===== config.mk =====
export PLATFORM = sky130hd
export DESIGN_NAME = dcmi_dma
export DESIGN_NICKNAME = d
export VERILOG_FILES = /design/src/rtl/dcmi_dma.sv
export SDC_FILE = /design/constraint.sdc
export NUM_CORES = 1
export LEC_CHECK = 0
export ABC_AREA = 1
export BUFFER_PORTS_ARGS = -buffer_cell sky130_fd_sc_hd__buf_4
export CAP_MARGIN = 20
export CORE_AREA = 2 2 125 127
export DETAILED_ROUTE_END_ITERATION = 8
export DIE_AREA = 0 0 127 129
export SLEW_MARGIN = 20
export SYNTH_ARGS = -nofsm -noshare
export SYNTH_HDL_FRONTEND = slang
export SYNTH_SLANG_ARGS = --single-unit
export TNS_END_PERCENT = 5

===== constraint.sdc =====
create_clock -name hclk -period 4.7 [get_ports hclk]
set_input_delay 0.94 -clock hclk [delete_from_list [all_inputs] [get_ports hclk]]
set_output_delay 0.94 -clock hclk [all_outputs]
set_load 0.01 [all_outputs]

===== src/rtl/dcmi_dma.sv =====
// DMA write engine: pops captured words from the DCMI ping-pong buffer and
// writes them to a word-addressed SRAM port, circularly over a programmed block.
module dcmi_dma #(
  parameter int unsigned AW = 18
) (
  input  logic          hclk,
  input  logic          rst,
  input  logic          capture_start,
  input  logic          capture_en,
  input  logic [AW-1:0] dma_saddr,
  input  logic [AW-1:0] dma_len,
  input  logic          ppbuf_valid,
  input  logic [31:0]   ppbuf_rdata,
  output logic          ppbuf_rd,
  output logic          mem_req,
  output logic [AW-1:0] mem_addr,
  output logic [31:0]   mem_wdata,
  input  logic          mem_ready,
  output logic          dma_busy,
  output logic          dma_done,
  output logic [AW-1:0] dma_wcnt
);

  typedef enum logic [1:0] {S_IDLE, S_WAIT, S_REQ} state_t;

  state_t        r_state, w_next;
  logic [AW-1:0] r_base, r_len, r_addr, r_cnt;
  logic [31:0]   r_wdata;
  logic          r_done;
  logic          w_last;

  assign w_last = (r_cnt + AW'(1)) == r_len;

  always_ff @(posedge hclk or posedge rst) begin
    if (rst) r_state <= S_IDLE;
    else     r_state <= w_next;
  end

  always_comb begin
    w_next   = r_state;
    ppbuf_rd = 1'b0;
    case (r_state)
      S_IDLE: if (capture_start && (dma_len != '0)) w_next = S_WAIT;
      // Buffered data wins over capture_en so a snapshot drains before stopping.
      S_WAIT: begin
        if (ppbuf_valid) begin
          ppbuf_rd = 1'b1;
          w_next   = S_REQ;
        end else if (!capture_en) begin
          w_next = S_IDLE;
        end
      end
      S_REQ: begin
        if (mem_ready) begin
          if (w_last && !capture_en) w_next = S_IDLE;
          else                       w_next = S_WAIT;
        end
      end
      default: w_next = S_IDLE;
    endcase
  end

  always_ff @(posedge hclk or posedge rst) begin
    if (rst) begin
      r_base  <= '0;
      r_len   <= '0;
      r_addr  <= '0;
      r_cnt   <= '0;
      r_wdata <= '0;
      r_done  <= 1'b0;
    end else begin
      r_done <= 1'b0;
      case (r_state)
        S_IDLE: begin
          if (capture_start) begin
            if (dma_len != '0) begin
              r_base <= dma_saddr;
              r_addr <= dma_saddr;
              r_len  <= dma_len;
              r_cnt  <= '0;
            end else begin
              r_done <= 1'b1;
            end
          end
        end
        S_WAIT: if (ppbuf_valid) r_wdata <= ppbuf_rdata;
        S_REQ: begin
          if (mem_ready) begin
            if (w_last) begin
              r_done <= 1'b1;
              r_addr <= r_base;
              r_cnt  <= '0;
            end else begin
              r_addr <= r_addr + AW'(1);
              r_cnt  <= r_cnt + AW'(1);
            end
          end
        end
        default: ;
      endcase
    end
  end

  assign mem_req   = (r_state == S_REQ);
  assign mem_addr  = r_addr;
  assign mem_wdata = r_wdata;
  assign dma_busy  = (r_state != S_IDLE);
  assign dma_done  = r_done;
  assign dma_wcnt  = r_cnt;

endmodule


; Word-level counts from Yosys, hierarchy flattened
; Cells that the tools add are included.
[op_classes]
n_addsub = 2
eq_ne = 8
mux = 23
reduce_logical = 11
[ops]
columns = cell, n
row1 = $mux W18, 8
row2 = $pmux W18 S2, 2
row3 = $add A18 B1 Y18 const B, 2
row4 = $eq A18 B18 Y1, 1
row5 = $reduce_bool A18 Y1, 1
row6 = $mux W2, 4
row7 = $mux W1, 7
row8 = $ne A2 B2 Y1 const B, 3
row9 = $pmux W2 S3, 1
row10 = $reduce_and A3 Y1, 2
row11 = $reduce_and A4 Y1, 1
row12 = $reduce_bool A2 Y1, 2
row13 = $ne A3 B3 Y1 const B, 1
row14 = $eq A2 B1 Y1 const B, 1
row15 = $eq A2 B2 Y1 const B, 1
row16 = $logic_and A1 B1 Y1, 2
row17 = $logic_not A2 Y1, 1
row18 = $ne A2 B1 Y1 const B, 1
row19 = $pmux W1 S2, 1
row20 = $reduce_and A2 Y1, 1
row21 = $logic_not A1 Y1, 1
[totals]
ff_bits = 107
input_bits = 74
output_inout_bits = 72
elab_cells = 51

; Logic depth before layout (Yosys ltp)
; Gate-level depths: netlist of run 1.
[depth]
depth_word = 6
depth_mapped = 17
ltp_nobuf = 16

; Least setup slack after synthesis of run 1
; Ideal clock, no wire load.
[synth_timing]
path_type = input to output
from = input port ppbuf_valid
to = output port ppbuf_rd
arrival_time_ps = 1716
path_slack_ps = 2044
path_stages = 3
path_cell_list = inv_1 > nor3_1 > clkbuf_1
[synth_via]
elab_chain_len = 2
[synth_rtl]
columns = item, line_no
row1 = "start, declared", 12  ; input logic ppbuf_valid,
row2 = $mux W1, 46  ; if (ppbuf_valid) begin
row3 = $mux W1, 42  ; case (r_state)
row4 = "end, declared", 14  ; output logic ppbuf_rd,
; Every way passes these cells.

; Worst setup path in the final report of run 1
[layout_timing]
from = register r_cnt[0], in the netlist dma_wcnt[0]
to = register r_cnt[17], in the netlist dma_wcnt[17]
[layout_via]
elab_chain_len = 5
[layout_rtl]
columns = item, line_no
row1 = "start, declared", 27  ; logic [AW-1:0] r_base, r_len, r_addr, r_cnt;
row2 = "start signal, assigned", 95  ; r_cnt <= r_cnt + AW'(1);
row3 = $add A18 B1 Y18 *, "32, 95"
row4 = $eq A18 B18 Y1, 32  ; assign w_last = (r_cnt + AW'(1)) == r_len;
row5 = $mux W18 *, 89  ; if (w_last) begin
row6 = $mux W18 *, 88  ; if (mem_ready) begin
row7 = $pmux W18 S2 *, 73  ; case (r_state)
; Mark *: on every way between the ends. The rest lies on a longest branch, timed or not. The select of a mux whose other input is x is not followed.
; A chain may end at the register's enable or synchronous reset.

==> results.py, run 1 <==
metrics = {
    "die": {
        "core_sq_mm": 0.01498,
        "fp.dieW_microns": 127,
        "start_util_pct": 39.29,
        "dieArea_sq_mm": 0.01638,
        "rows": 45,
        "ios": 146,
        "die_h_microns": 129,
    },
    "cts": {
        "cts_hold_buf": 0,
        "post_cts_buffers": 0,
        "cts_resized": 0,
        "cts_htree_levels": 3,
        "clock-sinks": 107,
        "numCtsBuffers": 9,
        "cts_tree": "yes",
        "clock_latency_ps": 360,
        "clk_pin_slew_ps": 80,
        "root_buffer": "clkbuf_16",
        "clk_path_buf_depth": 2,
    },
    "layout": {
        "antenna_cells": 0,
        "drive_gt1_share_pct": 26.99,
        "final_nets": 975,
        "syn_to_final_growth_pct": 26.92,
    },
    "timing": {
        "setup_violations": 0,
        "finalClockSkew_ps": 11.28,
        "clock.fmax_mhz": 332.8,
        "rsz0062_at_grt": "no",
        "relSlewSlack_pct": 34.43,
        "setup_tns_ps": 0,
        "worst_pin_slew_ps": 982.5,
        "slew_viol_final": 0,
        "finalWorstSetupSlack_ps": 1695,
        "period_share_pct": 63.93,
        "hold_viol": 0,
        "finalCriticalPeriod_ps": 3005,
    },
    "outcome": {
        "outcome": "complete, no violations",
    },
    "route": {
        "drt_iter0_markers": 335,
        "viasPerCell": 4.901,
        "drt_wl_total_microns": 16390,
        "final_antenna_net_count": 0,
        "drc": 0,
        "drt_pass1_iterations": 5,
        "vias": 5352,
        "wire_per_inst_microns": 15.01,
    },
    "placement": {
        "dp_slack_ps": 1297,
        "dp.final_hpwl_microns": 11460,
        "port-buffer-count": 145,
        "place.gp.congestion": 0.8106,
    },
    "yosys": {
        "synth_seq_cells": 107,
        "yosysSeqAreaShare_pct": 45.50,
        "synth.distinct_cells": 32,
        "yosys.area.top_type_share_pct": 45.50,
        "yosysMostFrequentCell": "nand2_1",
        "synthArstFlopShare_pct": 100.0,
        "ys.flop_type": "dfrtp_1",
        "syn_inst": 762,
        "synth_largest_area_cell": "dfrtp_1",
        "synth_area_leaders": "dfrtp_1 (46%), nand2_1 (15%), nand3_1 (6.0%), inv_1 (4.8%), o21ai_0 (3.7%)",
        "yosys-top-cells-count": "nand2_1 (235), dfrtp_1 (107), inv_1 (76)",
        "synth-edff-count": 0,
        "syn_area_sq_mm": 0.005884,
        "synth-warning-count": 0,
        "avgSynthCellArea_sq_um": 7.722,
        "synth_nets": 838,
    },
    "grt": {
        "grt_pass1_vias": 5281,
        "grtUsageMet2_pct": 36.53,
        "grt_use_met3_pct": 5.780,
        "grt_pass1_wl_microns": 26790,
        "grt_start_max_net_pins": 64,
        "grt_util_met1_pct": 25.80,
        "antenna_found_initial": 0,
        "grt_usage_pct": 20.77,
        "grt_overflow_total": 0,
        "busiest_layer": "met2",
    },
    "pwr": {
        "p_leak_nw": 3.692,
        "power_density_mw_per_mm2": 563.7,
        "peakVddDrop_uv": 281.8,
    },
    "worst_setup_path": {
        "critPathCaptureType": "register",
        "cp.arrival_ps": 3230,
        "worstPathMaxFanout": 33,
        "critPathLaunchType": "register",
        "critPathKind": "reg -> reg",
        "worstPathRequired_ps": 4920,
    },
    "min_path": {
        "hold_path.class": "reg -> reg",
    },
    "run": {
        "maxCapViolations": 0,
    },
}
path summary, 6_finish.rpt:
check                      cells past startpoint                      from  slack [ps]                   endpoint
max                                           12   dma_wcnt[0]$_DFFE_PP0P_        1700   dma_wcnt[17]$_DFFE_PP0P_
min                                            2  mem_wdata[9]$_DFFE_PP0P_         470   mem_wdata[9]$_DFFE_PP0P_
min in group asynchronous                      2                       rst         650  mem_wdata[11]$_DFFE_PP0P_
max in group asynchronous                      3                       rst        3150      r_base[7]$_DFFE_PP0P_
min reg2reg                                    2  mem_wdata[9]$_DFFE_PP0P_         470   mem_wdata[9]$_DFFE_PP0P_
max reg2reg                                   12   dma_wcnt[0]$_DFFE_PP0P_        1700   dma_wcnt[17]$_DFFE_PP0P_
registers in the layout (all words and copies together) (netlist names):
register / flops
dma_done: 1
mem_wdata: 32
r_state: 2
r_len: 18
dma_wcnt: 18
r_base: 18
mem_addr: 18
metrics by stage:
| step | instances | hold slack [ps] | area (sq um) | util (%) | power (W) |
|---|---|---|---|---|---|
| floorplan | 762 | 455.1 | 5884 | - | 0.002726 |
| global placement | 1076 | 454.7 | 7163 | 47.83 | 0.003444 |
| detailed placement | 1076 | 459.7 | 7163 | 47.83 | 0.003462 |
| CTS | 1092 | 480.3 | 7468 | 49.87 | 0.004260 |
| global route | 1092 | 503.0 | 7468 | 49.87 | 0.004543 |
| finish | 1092 | 474.3 | 7468 | 49.87 | 0.004210 |
critical path: stages (launching register included):
cell	delay [ps]
dfrtp_1	430
ha_1	230
nand2_2	110
nor2_4	220
nand4_1	160
nand3b_1	130
nand2_1	50
nor2_1	210
nand2_2	130
nor2_8	340
nand2_4	380
inv_1	360
o22ai_1	110
layout by cell type, fill, tap and decap left out, types with 3 or more instances in the layout:
| master | netlist | layout |
|---|---|---|
| a21oi_1 | 20 | 20 |
| a21oi_2 | 16 | 16 |
| buf_4 | 0 | 153 |
| clkbuf_16 | 0 | 9 |
| clkinv_1 | 3 | 3 |
| dfrtp_1 | 107 | 107 |
| inv_1 | 76 | 75 |
| inv_6 | 0 | 3 |
| nand2_1 | 235 | 235 |
| nand2_2 | 23 | 23 |
| nand3_1 | 70 | 70 |
| nand3_2 | 19 | 19 |
| nand3b_1 | 4 | 4 |
| nand4_1 | 13 | 13 |
| nor2_1 | 48 | 46 |
| nor2_2 | 3 | 4 |
| nor2_4 | 4 | 5 |
| nor3_1 | 8 | 7 |
| o21ai_0 | 44 | 44 |
| o21ai_1 | 4 | 4 |
| o22ai_1 | 6 | 6 |
| xnor2_1 | 8 | 8 |
| xor2_1 | 11 | 11 |
routing by layer:
metal | wire (microns) | up-vias
met2 | 7936 | 149
met4 | 181 | 0
met1 | 7251 | 2475
li1 | - | 2717
met3 | 1020 | 11
met5 | 0 | -
where the power goes:
| group | switching (W) | leakage [nW] | internal [W] |
|---|---|---|---|
| clock | 0.000383 | 0.146 | 0.000390 |
| sequential | 0.000283 | 1.33 | 0.00129 |
| combinational | 0.00108 | 2.22 | 0.000783 |
| total | 0.00175 | 3.69 | 0.00246 |
area by class of cell:
class / count / area [sq um]
clock buffers: 10 / 239.0
clock inverters: 6 / 66.31
fillers: 1515 / 7508
inverters: 80 / 302.8
multi-input cells: 548 / 2799
flip-flops and latches: 107 / 2678
well taps: 188 / 235.2
repair buffers: 153 / 1149
logic make-up after synthesis:
family,count (synthesis),share of synthesized area (%)
XOR/XNOR,20,3.211
buffers and inverters,107,7.187
AO/OA/AOI/OAI,91,8.931
AND/OR/NAND/NOR,435,34.74
flip-flops,107,45.50
adder cells (fa/ha/maj),2,0.4252
No activity file was read; power rests on OpenSTA's default activity.
==> run 2, diff against run 1 <==
--- a/config.mk
+++ b/config.mk
@@ -5,12 +5,12 @@
 export SDC_FILE = /design/constraint.sdc
 export NUM_CORES = 1
 export LEC_CHECK = 0
-export ABC_AREA = 1
+export ABC_AREA = 0
 export BUFFER_PORTS_ARGS = -buffer_cell sky130_fd_sc_hd__buf_4
 export CAP_MARGIN = 20
-export CORE_AREA = 2 2 125 127
+export CORE_AREA = 2 2 121 123
 export DETAILED_ROUTE_END_ITERATION = 8
-export DIE_AREA = 0 0 127 129
+export DIE_AREA = 0 0 123 125
 export SLEW_MARGIN = 20
 export SYNTH_ARGS = -nofsm -noshare
 export SYNTH_HDL_FRONTEND = slang
==> constraint.sdc (replaced) <==
create_clock -name hclk -period 2.9 [get_ports hclk]
set_input_delay 0.58 -clock hclk [delete_from_list [all_inputs] [get_ports hclk]]
set_output_delay 0.58 -clock hclk [all_outputs]
set_load 0.01 [all_outputs]
==> run 2 against run 1 <==
Power rose by 58%. Sequential share of layout area fell by 0.47 points. Wire length fell by 0.48%. Count of clock-buffer cells in the layout did not move. Clock power rose by 58%. Register-to-register slack got worse by 1600 ps. Core utilization rose by 3.4 points. Non-clock buffer count rose by 54. Combinational power rose by 52%. Largest cell class unchanged. Largest power group unchanged.
==> results.py, run 2 <==
metrics = {
    "yosys": {
        "synth-edff-count": 0,
        "synth_seq_cells": 107,
        "yosys-top-cells-count": "nand2_1 (225), dfrtp_1 (107), nand3_1 (62)",
        "synth_nets": 725,
        "syn_inst": 649,
        "synth_largest_area_cell": "dfrtp_1",
        "yosysSeqAreaShare_pct": 48.37,
        "yosys.area.top_type_share_pct": 48.37,
        "ys.flop_type": "dfrtp_1",
        "avgSynthCellArea_sq_um": 8.529,
        "yosysMostFrequentCell": "nand2_1",
        "synth_area_leaders": "dfrtp_1 (48%), nand2_1 (15%), nand3_1 (5.6%), xnor2_1 (3.8%), o21ai_0 (1.7%)",
        "syn_area_sq_mm": 0.005535,
        "synthArstFlopShare_pct": 100.0,
        "synth-warning-count": 0,
        "synth.distinct_cells": 57,
    },
    "route": {
        "final_antenna_net_count": 0,
        "drt_pass1_iterations": 5,
        "drt_wl_total_microns": 16310,
        "vias": 5288,
        "drc": 0,
        "viasPerCell": 5.205,
        "drt_iter0_markers": 366,
        "wire_per_inst_microns": 16.06,
    },
    "layout": {
        "syn_to_final_growth_pct": 36.71,
        "layout.cells.most_common_list": "nand2_1 (225), buf_4 (200), dfrtp_1 (107), nand3_1 (61), xnor2_1 (24)",
        "fin_util_pct": 53.28,
        "drive_gt1_share_pct": 30.05,
        "largest_register_ffs": 32,
        "final_common_cell": "nand2_1",
        "antenna_cells": 0,
        "final_nets": 903,
        "final-instance-count-excl-fill": 1016,
    },
    "cts": {
        "clock-sinks": 107,
        "clk_pin_slew_ps": 80,
        "cts_htree_levels": 3,
        "clock_latency_ps": 360,
        "numCtsBuffers": 9,
        "root_buffer": "clkbuf_16",
        "cts_tree": "yes",
        "cts_hold_buf": 0,
        "clk_path_buf_depth": 2,
    },
    "timing": {
        "relSlewSlack_pct": 61.66,
        "setup_tns_ps": 0,
        "slew_viol_final": 0,
        "worst_pin_slew_ps": 573.9,
        "finalCriticalPeriod_ps": 2816,
        "clock.fmax_mhz": 355.1,
        "rsz0062_at_grt": "yes",
        "finalClockSkew_ps": 7.529,
        "setup_violations": 0,
        "holdWs_ps": 275.5,
        "hold_viol": 0,
        "finalWorstSetupSlack_ps": 83.82,
        "period_share_pct": 97.11,
    },
    "grt": {
        "grt_start_max_net_pins": 59,
        "grt_overflow_total": 0,
        "grt_pass1_wl_microns": 26700,
        "antenna_found_initial": 0,
        "grt_usage_pct": 21.91,
        "grt_pass1_vias": 5317,
    },
    "worst_setup_path": {
        "slowest_stage": "dfrtp_1",
        "critical_path.max_stage_delay_ps": 450,
        "r2r_setup_slack_ps": 80,
        "critPathKind": "reg -> reg",
        "critPathLaunchType": "register",
        "cp.arrival_ps": 3060,
        "worstPathMaxFanout": 16,
        "critPathCaptureType": "register",
        "worstPathRequired_ps": 3150,
        "crit_chain": "ha_4, xor3_1, nor3_2, o311ai_1, or4_4, nor4_4, a21o_1, buf_12, o21ai_2, mux2_4",
    },
    "die": {
        "core_sq_mm": 0.01420,
        "die_h_microns": 125,
        "fp.dieW_microns": 123,
        "ios": 146,
        "dieArea_sq_mm": 0.01538,
        "start_util_pct": 38.97,
        "rows": 44,
    },
    "pwr": {
        "sw_frac_of_total_pct": 38.92,
        "p_leak_nw": 3.797,
        "p_sw_w": 0.002582,
        "clkPwrFrac_pct": 18.4,
        "power_density_mw_per_mm2": 876.6,
        "peakVddDrop_uv": 399.7,
        "internal_power_w": 0.004052,
        "pwr-share-comb_pct": 42.4,
        "pwr-share-seq_pct": 39.2,
    },
    "placement": {
        "dp.cells": 996,
        "dp_slack_ps": -112.9,
        "port-buffer-count": 145,
        "place.gp.congestion": 0.9165,
        "dp.final_hpwl_microns": 11940,
    },
    "outcome": {
        "outcome": "complete, no violations",
    },
    "run": {
        "maxCapViolations": 0,
    },
    "min_path": {
        "hold_path.class": "in -> async",
    },
}
-- run 2: through the flow --
| stage | power [W] | cell area, sq um |
|---|---|---|
| floorplan | 0.004089 | 5539 |
| global placement | 0.005307 | 7156 |
| detailed placement | 0.005381 | 7156 |
| CTS | 0.006648 | 7480 |
| global route | 0.007146 | 7567 |
| finish | 0.006633 | 7567 |
-- run 2: worst max-delay path, delay by kind of cell, from the launching register on --
family | cells | cell delay (ps)
fa+ha+maj | 1 | 200
simple gates | 3 | 910
flops | 1 | 450
buf+inv | 1 | 150
mux | 1 | 250
compound gates | 3 | 400
xor+xnor | 1 | 350
-- run 2: kinds of logic after synthesis --
family | synth area share, %
compound gates | 10.13
xor+xnor | 5.334
fa+ha+maj | 0.4520
buf+inv | 3.956
flops | 48.37
mux | 1.379
simple gates | 30.38
-- run 2: final cells by class --
type                    count  area, sq um
multi-input cells         495         2728
flip-flops and latches    107         2678
well taps                 184        230.2
clock inverters             6        47.55
repair buffers            207         1615
inverters                   7        30.03
clock buffers              10        239.0
fillers                  1370         6636
-- run 2: power by group through the flow --
stage	Clock [W]	Combinational (W)	Sequential (W)
CTS	0.00125	0.00281	0.00259
floorplan	0	0.00144	0.00265
global route	0.00132	0.00314	0.00268
detailed placement	0	0.00279	0.00260
global placement	0	0.00273	0.00258
finish	0.00122	0.00282	0.00260
-- run 2: path summary, 6_finish.rpt --
check,start,end,depth (start not counted)
worst max-delay path,dma_wcnt[0]$_DFFE_PP0P_,dma_wcnt[16]$_DFFE_PP0P_,10
worst min-delay path,rst,mem_wdata[16]$_DFFE_PP0P_,2
max in group asynchronous,rst,mem_wdata[8]$_DFFE_PP0P_,3
worst min register to register,r_base[16]$_DFFE_PP0P_,r_base[16]$_DFFE_PP0P_,2
worst max register to register,dma_wcnt[0]$_DFFE_PP0P_,dma_wcnt[16]$_DFFE_PP0P_,10
min in group hclk,ppbuf_rdata[21],mem_wdata[21]$_DFFE_PP0P_,3
-- run 2: timing repair --
action,4_1_cts,5_1_grt
setup endpoints to repair,30,35
buffers inserted,3,1
pin swaps,1,11
resized for setup,4,19
-- run 2: layer usage --
layer	global-route usage, %	share of wire (%)	vias up	wire, microns
met4	5.949	1.7	0	272
met1	29.42	43	2542	6984
met5	0	0	-	0
li1	-	-	2578	-
met3	4.699	5.9	21	966
met2	35.78	50	147	8089
==> run 3, diff against run 2 <==
--- a/config.mk
+++ b/config.mk
@@ -8,9 +8,14 @@
 export ABC_AREA = 0
 export BUFFER_PORTS_ARGS = -buffer_cell sky130_fd_sc_hd__buf_4
 export CAP_MARGIN = 20
+export CELL_PAD_IN_SITES_DETAIL_PLACEMENT = 1
+export CELL_PAD_IN_SITES_GLOBAL_PLACEMENT = 1
 export CORE_AREA = 2 2 121 123
+export CTS_BUF_LIST = sky130_fd_sc_hd__clkbuf_2
 export DETAILED_ROUTE_END_ITERATION = 8
 export DIE_AREA = 0 0 123 125
+export PLACE_DENSITY_LB_ADDON = 0.1
+export SETUP_SLACK_MARGIN = 0.3
 export SLEW_MARGIN = 20
 export SYNTH_ARGS = -nofsm -noshare
 export SYNTH_HDL_FRONTEND = slang
==> run 3 against run 2 <==
Hold slack got worse by 180 ps. Critical path depth unchanged. Wire length increased by 12%. Die area unchanged. Global-route usage increased by 2.1 points. Maximum frequency decreased by 1.3%. Power decreased by 4.3%. Worst setup slack got worse by 37 ps.
==> results.py, run 3 (same netlist as run 2, synthesis figures left out) <==
metrics = {
    "die": {
        "core_sq_mm": 0.01420,
        "rows": 44,
        "ios": 146,
        "start_util_pct": 38.97,
        "dieArea_sq_mm": 0.01538,
        "fp.dieW_microns": 123,
        "die_h_microns": 125,
    },
    "pwr": {
        "pwr-share-comb_pct": 47.2,
        "clkPwrFrac_pct": 11.6,
        "power_density_mw_per_mm2": 837.9,
        "p_sw_w": 0.002639,
        "sw_frac_of_total_pct": 41.56,
        "internal_power_w": 0.003711,
        "p_leak_nw": 3.818,
        "pwr-share-seq_pct": 41.3,
        "peakVddDrop_uv": 507.1,
    },
    "timing": {
        "period_share_pct": 98.38,
        "finalClockSkew_ps": 32.64,
        "setup_tns_ps": 0,
        "worst_pin_slew_ps": 942.0,
        "hold_viol": 0,
        "setup_violations": 0,
        "finalCriticalPeriod_ps": 2853,
        "slew_viol_final": 0,
        "clock.fmax_mhz": 350.5,
        "rsz0062_at_grt": "yes",
        "relSlewSlack_pct": 37.20,
        "finalWorstSetupSlack_ps": 46.99,
        "holdWs_ps": 98.20,
    },
    "route": {
        "drt_wl_total_microns": 18190,
        "drt_pass1_iterations": 4,
        "vias": 5395,
        "drt_iter0_markers": 268,
        "final_antenna_net_count": 0,
        "viasPerCell": 5.269,
        "drc": 0,
        "wire_per_inst_microns": 17.76,
    },
    "layout": {
        "syn_to_final_growth_pct": 36.91,
        "final-instance-count-excl-fill": 1024,
        "final_common_cell": "nand2_1",
        "largest_register_ffs": 32,
        "filler_cell_count": 1731,
        "drive_gt1_share_pct": 31.70,
        "layout.cells.most_common_list": "nand2_1 (225), buf_4 (196), dfrtp_1 (105), nand3_1 (58), xnor2_1 (23)",
        "final_nets": 910,
    },
    "worst_setup_path": {
        "cp.arrival_ps": 3380,
        "crit_chain": "ha_4, and4_4, and4_4, a21oi_1, or4_4, nor4_4, a21o_1, buf_6, o21ai_0, a21o_1",
        "critical_path.max_stage_delay_ps": 540,
        "critPathCaptureType": "register",
        "slowest_stage": "or4_4",
        "critPathLaunchType": "register",
        "worstPathMaxFanout": 13,
        "critPathKind": "reg -> reg",
        "worstPathRequired_ps": 3430,
    },
    "grt": {
        "grt_start_max_net_pins": 41,
        "grt_pass1_vias": 5783,
        "grt_usage_pct": 24.05,
        "grt_pass1_wl_microns": 29350,
        "antenna_found_initial": 1,
        "grt_overflow_total": 0,
    },
    "cts": {
        "clock_latency_ps": 620,
        "cts_htree_levels": 3,
        "clk_path_buf_depth": 2,
        "root_buffer": "clkbuf_2",
        "cts_tree": "yes",
        "clk_pin_slew_ps": 310,
        "numCtsBuffers": 9,
        "clock-sinks": 107,
        "cts_hold_buf": 0,
    },
    "placement": {
        "place.gp.congestion": 0.8379,
        "dp.cells": 997,
        "dp.final_hpwl_microns": 13240,
        "dp_slack_ps": -162.2,
        "port-buffer-count": 145,
    },
    "min_path": {
        "hold_path.class": "in -> async",
    },
    "outcome": {
        "outcome": "complete, no violations",
    },
    "run": {
        "maxCapViolations": 0,
    },
}
-- run 3: cell types whose count changed in the layout (fill, tap and decap cells not counted), moves of 4 or more --
cell       previous run  this run
clkbuf_16             9         0
clkbuf_2              0         9
buf_12                4         9
buf_6                 3         8
buf_4               200       196
-- run 3: power groups by stage --
stage	combinational [W]	clock [W]	sequential, W
floorplan	0.00144	0	0.00265
global placement	0.00277	0	0.00260
detailed placement	0.00288	0	0.00262
CTS	0.00299	0.000752	0.00261
global route	0.00333	0.000819	0.00271
finish	0.00300	0.000733	0.00262
-- run 3: through the flow --
step	total power [W]	utilization, %	instance area, sq um
3_3_place_gp	0.005367	50.82	7218
5_1_grt	0.006862	53.36	7579
4_1_cts	0.006352	52.58	7468
6_report	0.006350	53.36	7579
2_1_floorplan	0.004089	-	5539
3_5_place_dp	0.005507	50.82	7218
-- run 3: layout make-up --
cell class / instances / area (sq um) / share of cell area (%)
multi-input cells: 495 / 2766 / 36.50
flip-flops and latches: 107 / 2680 / 35.36
inverters: 7 / 30.03 / 0.3962
clock buffers: 9 / 45.04 / 0.5944
well taps: 184 / 230.2 / 3.038
repair buffers: 214 / 1757 / 23.18
clock inverters: 7 / 67.56 / 0.8915
diodes: 1 / 2.502 / 0.03302
-- run 3: critical path, delay by kind of cell (launching register included) --
kind	cells	cell delay (ps)
buffers and inverters	1	170
adder cells (fa/ha/maj)	1	180
AO/OA/AOI/OAI	4	570
flip-flops	1	490
AND/OR/NAND/NOR	4	1340
-- run 3: routing by layer --
metal | track usage, % | routed length (microns) | vias up | part of all wire [%]
met5 | 0 | 0 | - | 0
met4 | 6.484 | 242 | 0 | 1.3
met3 | 5.931 | 1177 | 17 | 6.5
met2 | 39.81 | 8934 | 148 | 49
met1 | 31.35 | 7837 | 2658 | 43
li1 | - | - | 2572 | -
-- run 3: repair_timing --
| item | CTS | global route |
|---|---|---|
| pin swaps | 20 | 12 |
| hold endpoints to repair | 0 | 0 |
| endpoints found under the setup margin | 38 | 38 |
| cloned | 1 | 0 |
| setup buffers | 4 | 5 |
| resized for setup | 22 | 20 |
-- run 3: worst paths after layout --
check	cells past startpoint	from	slack [ps]	end
max	10	dma_wcnt[1]$_DFFE_PP0P_	50	dma_wcnt[3]$_DFFE_PP0P_
min	2	rst	100	mem_wdata[22]$_DFFE_PP0P_
max reg2reg	10	dma_wcnt[1]$_DFFE_PP0P_	50	dma_wcnt[3]$_DFFE_PP0P_
min reg2reg	2	r_base[5]$_DFFE_PP0P_	520	r_base[5]$_DFFE_PP0P_
max in group asynchronous	3	rst	2130	mem_addr[12]$_DFFE_PP0P_
min in group hclk	3	ppbuf_rdata[26]	110	mem_wdata[26]$_DFFE_PP0P_
